File: src/rtl/seg7_scan_if.sv
// Frame-write handshake between system logic (master) and the 7-segment scan controller (slave).
interface seg7_scan_if #(
    parameter int NUM_DIGITS = 4
);
    logic                    wr_valid;
    logic [4*NUM_DIGITS-1:0] wr_data;
    logic                    wr_ready;

    modport master (output wr_valid, output wr_data, input wr_ready);
    modport slave  (input wr_valid, input wr_data, output wr_ready);
endinterface

File: src/rtl/seg7_scan_controller.sv
// Time-multiplexed BCD scan controller with double-buffered frame and inter-digit dead time.
// Optional macro SEG7_LEADING_ZERO_BLANK_EN suppresses enables of leading-zero digits.
module seg7_scan_controller #(
    parameter int NUM_DIGITS   = 4,
    parameter int DIGIT_CYCLES = 50000,
    parameter int DEAD_CYCLES  = 500
) (
    input  logic                  clk,
    input  logic                  rst_n,
    input  logic                  scan_en,
    seg7_scan_if.slave            wr,
    output logic [3:0]            bcd_out,
    output logic [NUM_DIGITS-1:0] digit_en,
    output logic                  frame_done
);
    localparam int CNT_MAX = (DIGIT_CYCLES > DEAD_CYCLES) ? DIGIT_CYCLES : DEAD_CYCLES;
    localparam int CW      = $clog2(CNT_MAX);
    localparam int IW      = $clog2(NUM_DIGITS);
    localparam logic [CW-1:0] DIG_LAST  = CW'(DIGIT_CYCLES - 1);
    localparam logic [CW-1:0] DEAD_LAST = CW'(DEAD_CYCLES - 1);
    localparam logic [IW-1:0] IDX_LAST  = IW'(NUM_DIGITS - 1);

    typedef enum logic [1:0] {IDLE, SHOW, DEAD} state_t;

    state_t                      state_q;
    logic [CW-1:0]               cnt_q;
    logic [IW-1:0]               idx_q;
    logic [NUM_DIGITS-1:0][3:0]  active_q;
    logic [NUM_DIGITS-1:0][3:0]  shadow_q;
    logic                        pending_q;
    logic [3:0]                  bcd_q;
    logic [NUM_DIGITS-1:0]       en_q;
    logic                        done_q;

    logic                        accept;
    logic                        blank;
    logic [NUM_DIGITS-1:0]       onehot;

    assign accept = wr.wr_valid & ~pending_q;
    assign onehot = NUM_DIGITS'(1) << idx_q;

`ifdef SEG7_LEADING_ZERO_BLANK_EN
    // Current digit and everything above it are zero; digit 0 is never blanked.
    assign blank = (idx_q != '0) && ((active_q >> {idx_q, 2'b00}) == '0);
`else
    assign blank = 1'b0;
`endif

    always_ff @(posedge clk or negedge rst_n) begin
        if (!rst_n) begin
            state_q   <= IDLE;
            cnt_q     <= '0;
            idx_q     <= '0;
            active_q  <= '0;
            shadow_q  <= '0;
            pending_q <= 1'b0;
            bcd_q     <= 4'h0;
            en_q      <= '0;
            done_q    <= 1'b0;
        end else begin
            done_q <= 1'b0;
            case (state_q)
                IDLE: begin
                    en_q <= '0;
                    if (pending_q) begin
                        active_q  <= shadow_q;
                        pending_q <= 1'b0;
                    end
                    if (scan_en) begin
                        state_q <= SHOW;
                        idx_q   <= '0;
                        cnt_q   <= '0;
                    end
                end
                SHOW: begin
                    en_q  <= blank ? '0 : onehot;
                    bcd_q <= active_q[idx_q];
                    if (cnt_q == DIG_LAST) begin
                        state_q <= DEAD;
                        cnt_q   <= '0;
                    end else begin
                        cnt_q <= cnt_q + CW'(1);
                    end
                end
                DEAD: begin
                    en_q <= '0;
                    if (cnt_q == DEAD_LAST) begin
                        cnt_q   <= '0;
                        state_q <= scan_en ? SHOW : IDLE;
                        if (idx_q == IDX_LAST) begin
                            // Frame boundary: swap in any pending frame so no frame tears.
                            done_q <= 1'b1;
                            idx_q  <= '0;
                            if (pending_q) begin
                                active_q  <= shadow_q;
                                pending_q <= 1'b0;
                            end
                        end else begin
                            idx_q <= idx_q + IW'(1);
                        end
                    end else begin
                        cnt_q <= cnt_q + CW'(1);
                    end
                end
                default: state_q <= IDLE;
            endcase
            // Only accepted while nothing is pending, so never collides with a swap above.
            if (accept) begin
                shadow_q  <= wr.wr_data;
                pending_q <= 1'b1;
            end
        end
    end

    assign wr.wr_ready = ~pending_q;
    assign bcd_out     = bcd_q;
    assign digit_en    = en_q;
    assign frame_done  = done_q;
endmodule

File: src/flat_wrapper.sv
// flat-port wrapper written by rule: the top's interface ports become plain ports
module seg7_scan_controller_flat 
#(
    parameter int NUM_DIGITS   = 4,
    parameter int DIGIT_CYCLES = 50000,
    parameter int DEAD_CYCLES  = 500
)
  (clk, rst_n, scan_en, bcd_out, digit_en, frame_done, wr_wr_valid, wr_wr_data, wr_wr_ready);
  seg7_scan_if #(.NUM_DIGITS(NUM_DIGITS)) wr_i ();
  input  logic clk;
  input  logic rst_n;
  input  logic scan_en;
  output logic [3:0] bcd_out;
  output logic [NUM_DIGITS-1:0] digit_en;
  output logic frame_done;
  input wire logic [$bits(wr_i.wr_valid)-1:0] wr_wr_valid;
  input wire logic [$bits(wr_i.wr_data)-1:0] wr_wr_data;
  output wire logic [$bits(wr_i.wr_ready)-1:0] wr_wr_ready;
  assign wr_i.wr_valid = wr_wr_valid;
  assign wr_i.wr_data = wr_wr_data;
  assign wr_wr_ready = wr_i.wr_ready;
  seg7_scan_controller #(.NUM_DIGITS(NUM_DIGITS), .DIGIT_CYCLES(DIGIT_CYCLES), .DEAD_CYCLES(DEAD_CYCLES)) u_core (.clk(clk), .rst_n(rst_n), .scan_en(scan_en), .wr(wr_i), .bcd_out(bcd_out), .digit_en(digit_en), .frame_done(frame_done));
endmodule
File: config.mk
export PLATFORM = sky130hd
export DESIGN_NAME = seg7_scan_controller_flat
export DESIGN_NICKNAME = d
export VERILOG_FILES = /design/src/rtl/seg7_scan_if.sv /design/src/rtl/seg7_scan_controller.sv /design/src/flat_wrapper.sv
export SDC_FILE = /design/constraint.sdc
export NUM_CORES = 1
export LEC_CHECK = 0
export ABC_AREA = 1
export CAP_MARGIN = 25
export CORE_UTILIZATION = 43
export CTS_CLUSTER_SIZE = 24
export DETAILED_ROUTE_END_ITERATION = 8
export GPL_TIMING_DRIVEN = 0
export SLEW_MARGIN = 20
export SYNTH_ARGS = -nofsm -noshare
export SYNTH_HDL_FRONTEND = slang
export SYNTH_SLANG_ARGS = --single-unit
File: constraint.sdc
create_clock -name clk -period 4.5 [get_ports clk]
set_input_delay 1.125 -clock clk [delete_from_list [all_inputs] [get_ports clk]]
set_output_delay 1.125 -clock clk [all_outputs]
set_load 0.05 [all_outputs]
* After elaboration in Yosys (flattened, before gate mapping)
Index checks and enable logic that the tools add are counted.
** Storage, ports and cells
- Input bits :: 20
- Register bits after elaboration :: 62
- Logic and storage cells :: 70
- Output and inout bits :: 10
** Cells by class
- Add/sub/neg operators :: 2
- Equality and inequality tests :: 11
- Multiplexer cells :: 27
- Reductions and logical operators :: 11
- $lt $le $gt $ge :: 1
- Shift operators :: 1
- Bitwise logic cells :: 2
** Operators by type and width (number)
- two-way mux 16 bit :: 6
- one-hot mux 16 bit (3 select lines) :: 1
- one-hot mux 16 bit (2 select lines) :: 1
- adder 16 x 1 -> 16 bit (second input constant) :: 1
- == test 16 bit (second input constant) :: 1
- == test 16 x 9 -> 1 bit (second input constant) :: 1
- two-way mux 2 bit :: 6
- AND reduction 3 bit :: 4
- binary-select mux 4 bit (select 2 bit) :: 1
- one-hot mux 4 bit (2 select lines) :: 1
- two-way mux 1 bit :: 7
- != test 2 x 1 -> 1 bit (second input constant) :: 3
- != test 3 x 1 -> 1 bit (second input constant) :: 2
- one-hot mux 2 bit (3 select lines) :: 1
- nonzero test 3 bit :: 2
- == test 2 bit (second input constant) :: 2
- two-way mux 4 bit :: 1
- one-hot mux 2 bit (2 select lines) :: 1
- nonzero test 2 bit :: 2
- left shift 1 x 2 -> 4 bit (first input constant) :: 1
- < comparator 2 x 3 -> 1 bit (second input constant) :: 1
- adder 2 x 1 -> 2 bit (second input constant) :: 1
- == test 2 x 1 -> 1 bit (second input constant) :: 1
- logical NOT 2 bit :: 1
- 6 further kinds :: 6

* Logic depth before layout (Yosys ltp)
Gate-level depths: netlist of run 1.
- Depth after elaboration :: 5
- Mapped depth :: 10
- Gate-level depth less buffers :: 10

* Worst setup path before layout of run 1
OpenSTA, ideal clock, no wires.
- Path type :: input to register
- From :: input port scan_en
- To :: register u_core.cnt_q[10]
- Slack :: 2.482 ns
- Arrival :: 1.940 ns
- Data required time :: 4.423 ns
- Path buffers :: 1
- Stages :: 8
- Setup time :: 0.077 ns
- Cell sequence :: inv_1 nand2_1 nand2_1 buf_2 nor2_2 nand3_1 xor2_1 a21oi_1
** Between the ends
- Longest elaborated chain between the ends :: 2
** RTL lines
- start, declared :: RTL line flat_wrapper.sv:12 : input logic scan_en;
- != test 2 bit (no line)
- AND reduction 2 bit (no line)
- end signal, assigned :: RTL line seg7_scan_controller.sv:82 : cnt_q <= cnt_q + CW'(1);
- end signal, assigned :: RTL line seg7_scan_controller.sv:102 : cnt_q <= cnt_q + CW'(1);
- end, declared :: RTL line seg7_scan_controller.sv:26 : logic [CW-1:0] cnt_q;
No other way between the ends.
A chain may end at the register's enable or synchronous reset.

* Worst setup path after layout of run 1
- From :: register u_core.pending_q
- To :: output port wr_wr_ready
** Between the ends
- Longest elaborated chain between the ends :: 1
** RTL lines
- start, declared :: RTL line seg7_scan_controller.sv:30 : logic pending_q;
- start signal, assigned :: RTL line seg7_scan_controller.sv:56 : pending_q <= 1'b0;
- start signal, assigned :: RTL line seg7_scan_controller.sv:67 : pending_q <= 1'b0;
- start signal, assigned :: RTL line seg7_scan_controller.sv:96 : pending_q <= 1'b0;
- NOT 1 bit :: RTL line seg7_scan_controller.sv:115 : assign wr.wr_ready = ~pending_q;
- end, declared :: RTL line flat_wrapper.sv:18 : output wire logic [$bits(wr_i.wr_ready)-1:0] wr_wr_ready;
No other way between the ends.

==> flow_summary.ini, run 1 <==
[route]
drcViolationCount = 0
drt_iter0_markers = 146
vias = 2535
drt-total-wl_um = 6633
wl_per_cell_um = 12.73
firstDrtPassIters = 5
final_antenna_net_count = 0
avgViaCountPerCell = 4.866

[power_and_ir_drop]
power_leakage_nw = 1.753
power.density_mw_per_mm2 = 621.7
vdd_drop_max_mv = 0.3136

[final_layout]
fin_nets = 450
n_fill_cell = 677
post-route-util_pct = 54.50
layout-drive-gt1-share_pct = 14.82
syn_to_final_growth_pct = 19.90
final_common_cell = nand2_1
layout_common_cells = nand2_1 (69), nor2_1 (63), dfrtp_1 (62), inv_1 (37), clkdlybuf4s50_1 (28)
stdcell_count = 521
antennaDiodeCount = 0

[timing]
rsz0062_at_grt = false
worst_pin_slew_ps = 521.6
hold_viol = 0
fmax_mhz = 364.7
min_period_ps = 2742
fin_tns_setup_ps = 0
setup_viol = 0
drv_slew = 0
relSlewSlack_pct = 65.23
fin_skew_ps = 11.67
period_share_pct = 60.93

[global_routing]
grt_pass1_wl_um = 11120
grt_overflow = 0
grt_max_degree = 35
grtUsageTotal_pct = 19.33
first_global_vias = 2356
antenna_found_initial = 0

[placement]
gp_congestion = 0.8062
placed_cells = 505
numPortBuffers = 29
dp_hpwl_um = 4843

[clock_network]
hold_buffers = 0
cts.sinks = 62
clockBufferDepth = 2
clkLatencyLatePin_ps = 340
cts_tree = done
numCtsBuffers = 9
cts_setup_buffers = 0
cts_root_buf = clkbuf_8
htreeDepth = 3
ctsResizeCount = 0
path_clk_slew_ps = 70

[synth]
synth_area_leaders = dfrtp_1 (49%), nand2_1 (8.2%), nor2_1 (7.5%)
yosysUniqueCellTypes = 29
synth_top_area_share_pct = 49.15
synth_area_per_cell_um2 = 8.329
ys_ff_latch = 62
synth.cell_area_mm2 = 0.003157
seq_area_frac_synth_pct = 49.15
syn_nets = 409
yosysWarnings = 0
syn-instance-count = 379
netlist.top_cell.by_area = dfrtp_1

[floorplanning]
io-pin-count = 30
coreArea_mm2 = 0.006944
rows = 30
die_y_um = 87.68
start_util_pct = 45.46
die-area_mm2 = 0.007688
die_x_um = 87.68

[status]
status = finished clean

[setup_path]
cp.required_ps = 3380
crit_fanout = 3
path_class = flop to primary output
cp-start-kind = flop
critPathArrivalTime_ps = 1620
rrSetupSlack_ps = 2710
endpoint_kind = primary output

[worst_hold_path]
hold_path.class = flop to flop

[run]
max_cap_violations = 0
[kinds of logic (layout without fill, tap and decap cells)]
| group | after synthesis | in the layout | synth area share (%) |
|---|---|---|---|
| buffers and inverters | 53 | 99 | 7.134 |
| and+or+nand+nor | 181 | 181 | 24.93 |
| xor gates and xnor gates | 8 | 8 | 2.220 |
| DFF | 62 | 62 | 49.15 |
| adders and majority gates | 10 | 10 | 3.964 |
| AOI/OAI and AO/OA | 65 | 65 | 12.60 |
[area by class of cell]
cell class	instances	area (um2)	area share (%)
clock inverters	5	58.81	1.554
repair buffers	30	307.8	8.132
clock buffers	11	141.4	3.736
inverters	43	161.4	4.264
well taps	96	120.1	3.174
plain buffers	10	63.81	1.686
flip-flops and latches	62	1551	40.99
multi-input cells	264	1380	36.46
[synthesized netlist by cell type (all sizes together)]
| library cell | count |
|---|---|
| nand4 | 2 |
| o31ai | 1 |
| nand3 | 26 |
| o21bai | 1 |
| buf | 9 |
| a21oi | 26 |
| a31oi | 4 |
| ha | 10 |
| dfrtp | 62 |
| clkinv | 3 |
| nor4 | 1 |
| inv | 40 |
| xor2 | 7 |
| nor2 | 66 |
| clkbuf | 1 |
| o21a | 1 |
| or2 | 1 |
| xnor2 | 1 |
| nand2 | 85 |
| o21ai | 32 |
[metal layers]
layer,vias up,track usage [%],share of wire [%]
met5,-,0,0
met1,1192,27.20,51
li1,1289,-,-
met3,8,3.864,3.5
met2,46,28.76,44
met4,0,8.942,1.5
[worst paths after layout]
check | startpoint | end | cells after the start
max | u_core.pending_q$_DFFE_PN0P_ | wr_wr_ready | 2
min | u_core.digit_en[0]$_DFFE_PN0P_ | u_core.digit_en[0]$_DFFE_PN0P_ | 2
max reg2reg | u_core.state_q[0]$_DFFE_PN0P_ | u_core.cnt_q[10]$_DFFE_PN0P_ | 9
min reg2reg | u_core.digit_en[0]$_DFFE_PN0P_ | u_core.digit_en[0]$_DFFE_PN0P_ | 2
max in group asynchronous | rst_n | u_core.active_q[2]$_DFFE_PN0P_ | 2
min in group asynchronous | rst_n | u_core.cnt_q[14]$_DFFE_PN0P_ | 1
[registers in the layout (all words and copies together), names as in the netlist]
name and flops:
u_core.active_q 16, u_core.cnt_q 16, u_core.shadow_q 16, u_core.bcd_out 4, u_core.digit_en 4, u_core.idx_q 2
u_core.state_q 2, u_core.frame_done 1, u_core.pending_q 1
[stage by stage]
stage	instance area (um2)	power, mW	hold WS [ps]	worst slack, ps
after floorplan	3157	1.602	450.9	2482
after global placement	3567	1.865	463.6	221.0
after detailed placement	3585	1.884	468.3	1817
after CTS	3785	2.386	483.5	1731
after global routing	3785	2.528	489.2	1701
final	3785	2.353	476.8	1758
[where the power goes]
group	internal (mW)	leakage, nW	switching, mW
clock	0.271	0.0955	0.224
combinational	0.352	0.892	0.650
sequential	0.751	0.766	0.105
[critical path, cell delays in order (launching register included)]
cell and delay [ps]:
dfrtp_1 380, inv_1 100, clkdlybuf4s50_1 810
No activity file was read; power rests on OpenSTA's default activity.
==> run 2, diff against run 1 <==
Settings changed: PLACE_DENSITY set to 0.65.
Clock period 4.5 ns to 2.33 ns, I/O delays scaled along.
==> flow_summary.ini, run 2 (same netlist as run 1, synthesis figures left out) <==
[route]
final_antenna_net_count = 0
wl_per_cell_um = 12.58
firstDrtPassIters = 4
avgViaCountPerCell = 4.865
drt_iter0_markers = 79
drcViolationCount = 0
drt-total-wl_um = 6540
vias = 2530

[placement]
placed_cells = 505
numPortBuffers = 29
gp_congestion = 0.9060
dp_hpwl_um = 4895
post-place-ws_ps = 210.1

[floorplanning]
start_util_pct = 45.46
die_y_um = 87.68
io-pin-count = 30
die-area_mm2 = 0.007688
rows = 30
die_x_um = 87.68
coreArea_mm2 = 0.006944

[clock_network]
cts_tree = done
clockBufferDepth = 2
cts_root_buf = clkbuf_8
cts_setup_buffers = 0
path_clk_slew_ps = 60
ctsResizeCount = 0
clkLatencyLatePin_ps = 340
hold_buffers = 0
cts.sinks = 62
numCtsBuffers = 9
htreeDepth = 3

[power_and_ir_drop]
netSwitchingFraction_pct = 41.29
combPwrFrac_pct = 42.9
seqPwrFrac_pct = 36.7
p_int_mw = 2.645
power.density_mw_per_mm2 = 1194
vdd_drop_max_mv = 0.5402
p_sw_mw = 1.860
clkPwrFrac_pct = 20.4
power_leakage_nw = 1.753

[setup_path]
critPathArrivalTime_ps = 1630
cp-startpoint = u_core.pending_q$_DFFE_PN0P_
endpoint_kind = primary output
cp-start-kind = flop
rrSetupSlack_ps = 550
crit_end = wr_wr_ready
path_class = flop to primary output
r2r_cells = 7
r2r-end = u_core.cnt_q[3]$_DFFE_PN0P_
r2r-start = u_core.state_q[1]$_DFFE_PN0P_
cp.required_ps = 1750
crit_fanout = 3

[worst_hold_path]
hold_path.class = input port to async pin

[timing]
worst_pin_slew_ps = 495.2
min_period_ps = 2214
fin_skew_ps = 10.66
timing.hold.ws_ps = 169.9
fin_tns_setup_ps = 0
timing.final.ws_setup_ps = 115.5
hold_viol = 0
fmax_mhz = 451.6
rsz0062_at_grt = false
relSlewSlack_pct = 66.88
drv_slew = 0
setup_viol = 0
period_share_pct = 95.04

[global_routing]
grt_overflow = 0
antenna_found_initial = 0
first_global_vias = 2413
grt_max_degree = 34
grt_pass1_wl_um = 11430
grtUsageTotal_pct = 19.89

[final_layout]
antennaDiodeCount = 0
regArea_mm2 = 0.001551
fin_nets = 450
reg_top3 = u_core.active_q: 16 flops, u_core.cnt_q: 16 flops, u_core.shadow_q: 16 flops
layout_common_cells = nand2_1 (69), nor2_1 (63), dfrtp_1 (62), inv_1 (37), clkdlybuf4s50_1 (28)
n_fill_cell = 660
multiInputGateArea_mm2 = 0.001380
layout-drive-gt1-share_pct = 14.62
syn_to_final_growth_pct = 19.54
final_common_cell = nand2_1
stdcell_count = 520

[status]
status = finished clean

[run]
max_cap_violations = 0
==> run 2: layout make-up <==
cell class	instances	share of cell area (%)
sequential	62	41.11
buffer	10	1.691
multi-input combinational	264	36.57
inverter	43	4.277
timing repair buffer	30	8.156
clock buffer	11	3.747
tap	96	3.183
clock inverter	4	1.260
==> run 2: per-stage QoR <==
stage	util [%]	power, mW	cell area, um2
floorplan	-	3.094	3157
global placement	51.37	3.578	3567
detailed placement	51.62	3.630	3585
CTS	54.34	4.561	3774
global route	54.34	4.859	3774
finish	54.34	4.505	3774
==> run 2: worst min-delay path by stage <==
stage | to | slack (ps) | cells past startpoint | startpoint
2_1_floorplan | u_core.active_q[0]$_DFFE_PN0P_ | 290 | 0 | rst_n
4_1_cts | u_core.cnt_q[15]$_DFFE_PN0P_ | 170 | 1 | rst_n
6_report | u_core.cnt_q[15]$_DFFE_PN0P_ | 170 | 1 | rst_n
3_5_place_dp | u_core.pending_q$_DFFE_PN0P_ | 470 | 1 | u_core.pending_q$_DFFE_PN0P_
5_1_grt | u_core.cnt_q[1]$_DFFE_PN0P_ | 190 | 1 | rst_n
3_3_place_gp | u_core.pending_q$_DFFE_PN0P_ | 460 | 1 | u_core.pending_q$_DFFE_PN0P_
==> run 2: routing by layer <==
layer / routed length [um] / up-vias / track usage (%)
met2: 3160 / 37 / 30.97
met3: 180 / 9 / 3.676
met4: 112 / 0 / 9.538
met5: 0 / - / 0
met1: 3088 / 1197 / 26.90
li1: - / 1287 / -
==> run 2: power groups by stage <==
stage,clock [mW],combinational [mW],sequential (mW)
floorplan,0,1.31,1.79
global placement,0,1.91,1.67
detailed placement,0,1.96,1.67
CTS,0.943,1.96,1.65
global route,0.994,2.17,1.70
finish,0.920,1.93,1.65
==> run 2: worst max-delay path, cell delays in order, from the launching register on <==
cell	delay, ps
dfrtp_1	380
inv_1	110
clkdlybuf4s50_1	810
==> run 3, diff against run 2 <==
Settings changed: PLACE_DENSITY 0.65 to unset.
Clock period 2.33 ns to 2.19 ns, I/O delays scaled along.
==> flow_summary.ini, run 3 (same netlist as run 1, synthesis figures left out) <==
[setup_path]
cp_top_family = buffers and inverters
endpoint_kind = primary output
cp-start-kind = flop
critical-path-max-stage-delay_ps = 810
crit_buf_inv = 1
critical_path.cell_chain = clkdlybuf4s50_1
path_class = flop to primary output
critPathArrivalTime_ps = 1530
cp.required_ps = 1640
cp_slowest_cell = clkdlybuf4s50_1
crit_fanout = 2

[timing]
rsz0062_at_grt = false
timing.hold.ws_ps = 121.8
relSlewSlack_pct = 65.23
period_share_pct = 95.09
drv_slew = 0
fmax_mhz = 480.2
fin_skew_ps = 11.67
timing.final.ws_setup_ps = 107.6
setup_viol = 0
worst_pin_slew_ps = 521.6
min_period_ps = 2082
hold_viol = 0

[final_layout]
layout-drive-gt1-share_pct = 14.82
antennaDiodeCount = 0
layout_common_cells = nand2_1 (69), nor2_1 (63), dfrtp_1 (62), inv_1 (37), clkdlybuf4s50_1 (27)
fin_nets = 450
final_common_cell = nand2_1
reg_top3 = u_core.active_q: 16 flops, u_core.cnt_q: 16 flops, u_core.shadow_q: 16 flops
n_fill_cell = 678
stdcell_count = 521
syn_to_final_growth_pct = 19.86

[worst_hold_path]
hold_path.class = input port to async pin

[floorplanning]
die_y_um = 87.68
die-area_mm2 = 0.007688
coreArea_mm2 = 0.006944
io-pin-count = 30
die_x_um = 87.68
start_util_pct = 45.46
rows = 30

[status]
status = finished clean

[clock_network]
hold_buffers = 0
ctsResizeCount = 1
cts_setup_buffers = 0
clockBufferDepth = 2
clkLatencyLatePin_ps = 340
cts.sinks = 62
cts_root_buf = clkbuf_8
numCtsBuffers = 9
path_clk_slew_ps = 70
htreeDepth = 3
cts_tree = done

[route]
drcViolationCount = 0
firstDrtPassIters = 5
final_antenna_net_count = 0
drt_iter0_markers = 146
drt-total-wl_um = 6631
vias = 2529
avgViaCountPerCell = 4.854
wl_per_cell_um = 12.73

[global_routing]
grt_overflow = 0
antenna_found_initial = 0
gr-max-usage-layer = met2
grt_max_degree = 35
met2_usage_pct = 28.76
use_met3_pct = 3.864
grtUsageMet1_pct = 27.20
grt_pass1_wl_um = 11120
grtUsageTotal_pct = 19.33
first_global_vias = 2356

[placement]
dp_hpwl_um = 4843
placed_cells = 505
post-place-ws_ps = 84.78
numPortBuffers = 29
gp_congestion = 0.8062

[power_and_ir_drop]
power_leakage_nw = 1.755
vdd_drop_max_mv = 0.6443
power.density_mw_per_mm2 = 1276

[run]
max_cap_violations = 0
[run 3: changes by cell type in the layout (fill, tap and decap cells not counted), sizes merged]
cell and change:
clkinvlp +1, dlygate4sd2 +1, clkdlybuf4s50 -1
[run 3: cell type report]
type / count / area, um2 / share of cell area (%)
clock inverters: 5 / 58.81 / 1.554
inverters: 43 / 161.4 / 4.266
clock buffers: 11 / 141.4 / 3.737
flip-flops and latches: 62 / 1551 / 41.01
plain buffers: 10 / 63.81 / 1.687
well taps: 96 / 120.1 / 3.175
repair buffers: 30 / 306.5 / 8.102
multi-input cells: 264 / 1380 / 36.47
[run 3: where the power goes]
| group | switching [mW] | total [mW] | internal, mW |
|---|---|---|---|
| Combinational | 1.34 | 2.05 | 0.717 |
| Clock | 0.461 | 1.02 | 0.556 |
| Sequential | 0.216 | 1.76 | 1.54 |
| Total | 2.01 | 4.83 | 2.82 |
[run 3: per-layer routing]
| layer | vias up | part of all wire [%] |
|---|---|---|
| met5 | - | 0 |
| li1 | 1289 | - |
| met2 | 42 | 45 |
| met1 | 1190 | 51 |
| met3 | 8 | 3.2 |
| met4 | 0 | 1.5 |
[run 3: final timing paths]
| kind | start | endpoint | slack, ps | depth (start not counted) |
|---|---|---|---|---|
| worst min register to register | u_core.digit_en[0]$_DFFE_PN0P_ | u_core.digit_en[0]$_DFFE_PN0P_ | 480 | 2 |
| worst max-delay path | u_core.bcd_out[3]$_DFFE_PN0P_ | bcd_out[3] | 110 | 1 |
| worst min-delay path | rst_n | u_core.cnt_q[14]$_DFFE_PN0P_ | 120 | 1 |
| min in group clk | u_core.digit_en[0]$_DFFE_PN0P_ | u_core.digit_en[0]$_DFFE_PN0P_ | 480 | 2 |
| max in group asynchronous | rst_n | u_core.active_q[2]$_DFFE_PN0P_ | 1570 | 2 |
| worst max register to register | u_core.state_q[0]$_DFFE_PN0P_ | u_core.cnt_q[10]$_DFFE_PN0P_ | 400 | 9 |
[run 3: per-stage QoR]
stage / cell area [um2] / TNS (ps) / power, mW / utilization [%]
2_1_floorplan: 3157 / 0 / 3.292 / -
3_3_place_gp: 3567 / -93390 / 3.832 / 51.37
3_5_place_dp: 3585 / 0 / 3.871 / 51.62
4_1_cts: 3784 / 0 / 4.896 / 54.49
5_1_grt: 3784 / 0 / 5.188 / 54.49
6_report: 3784 / 0 / 4.828 / 54.49
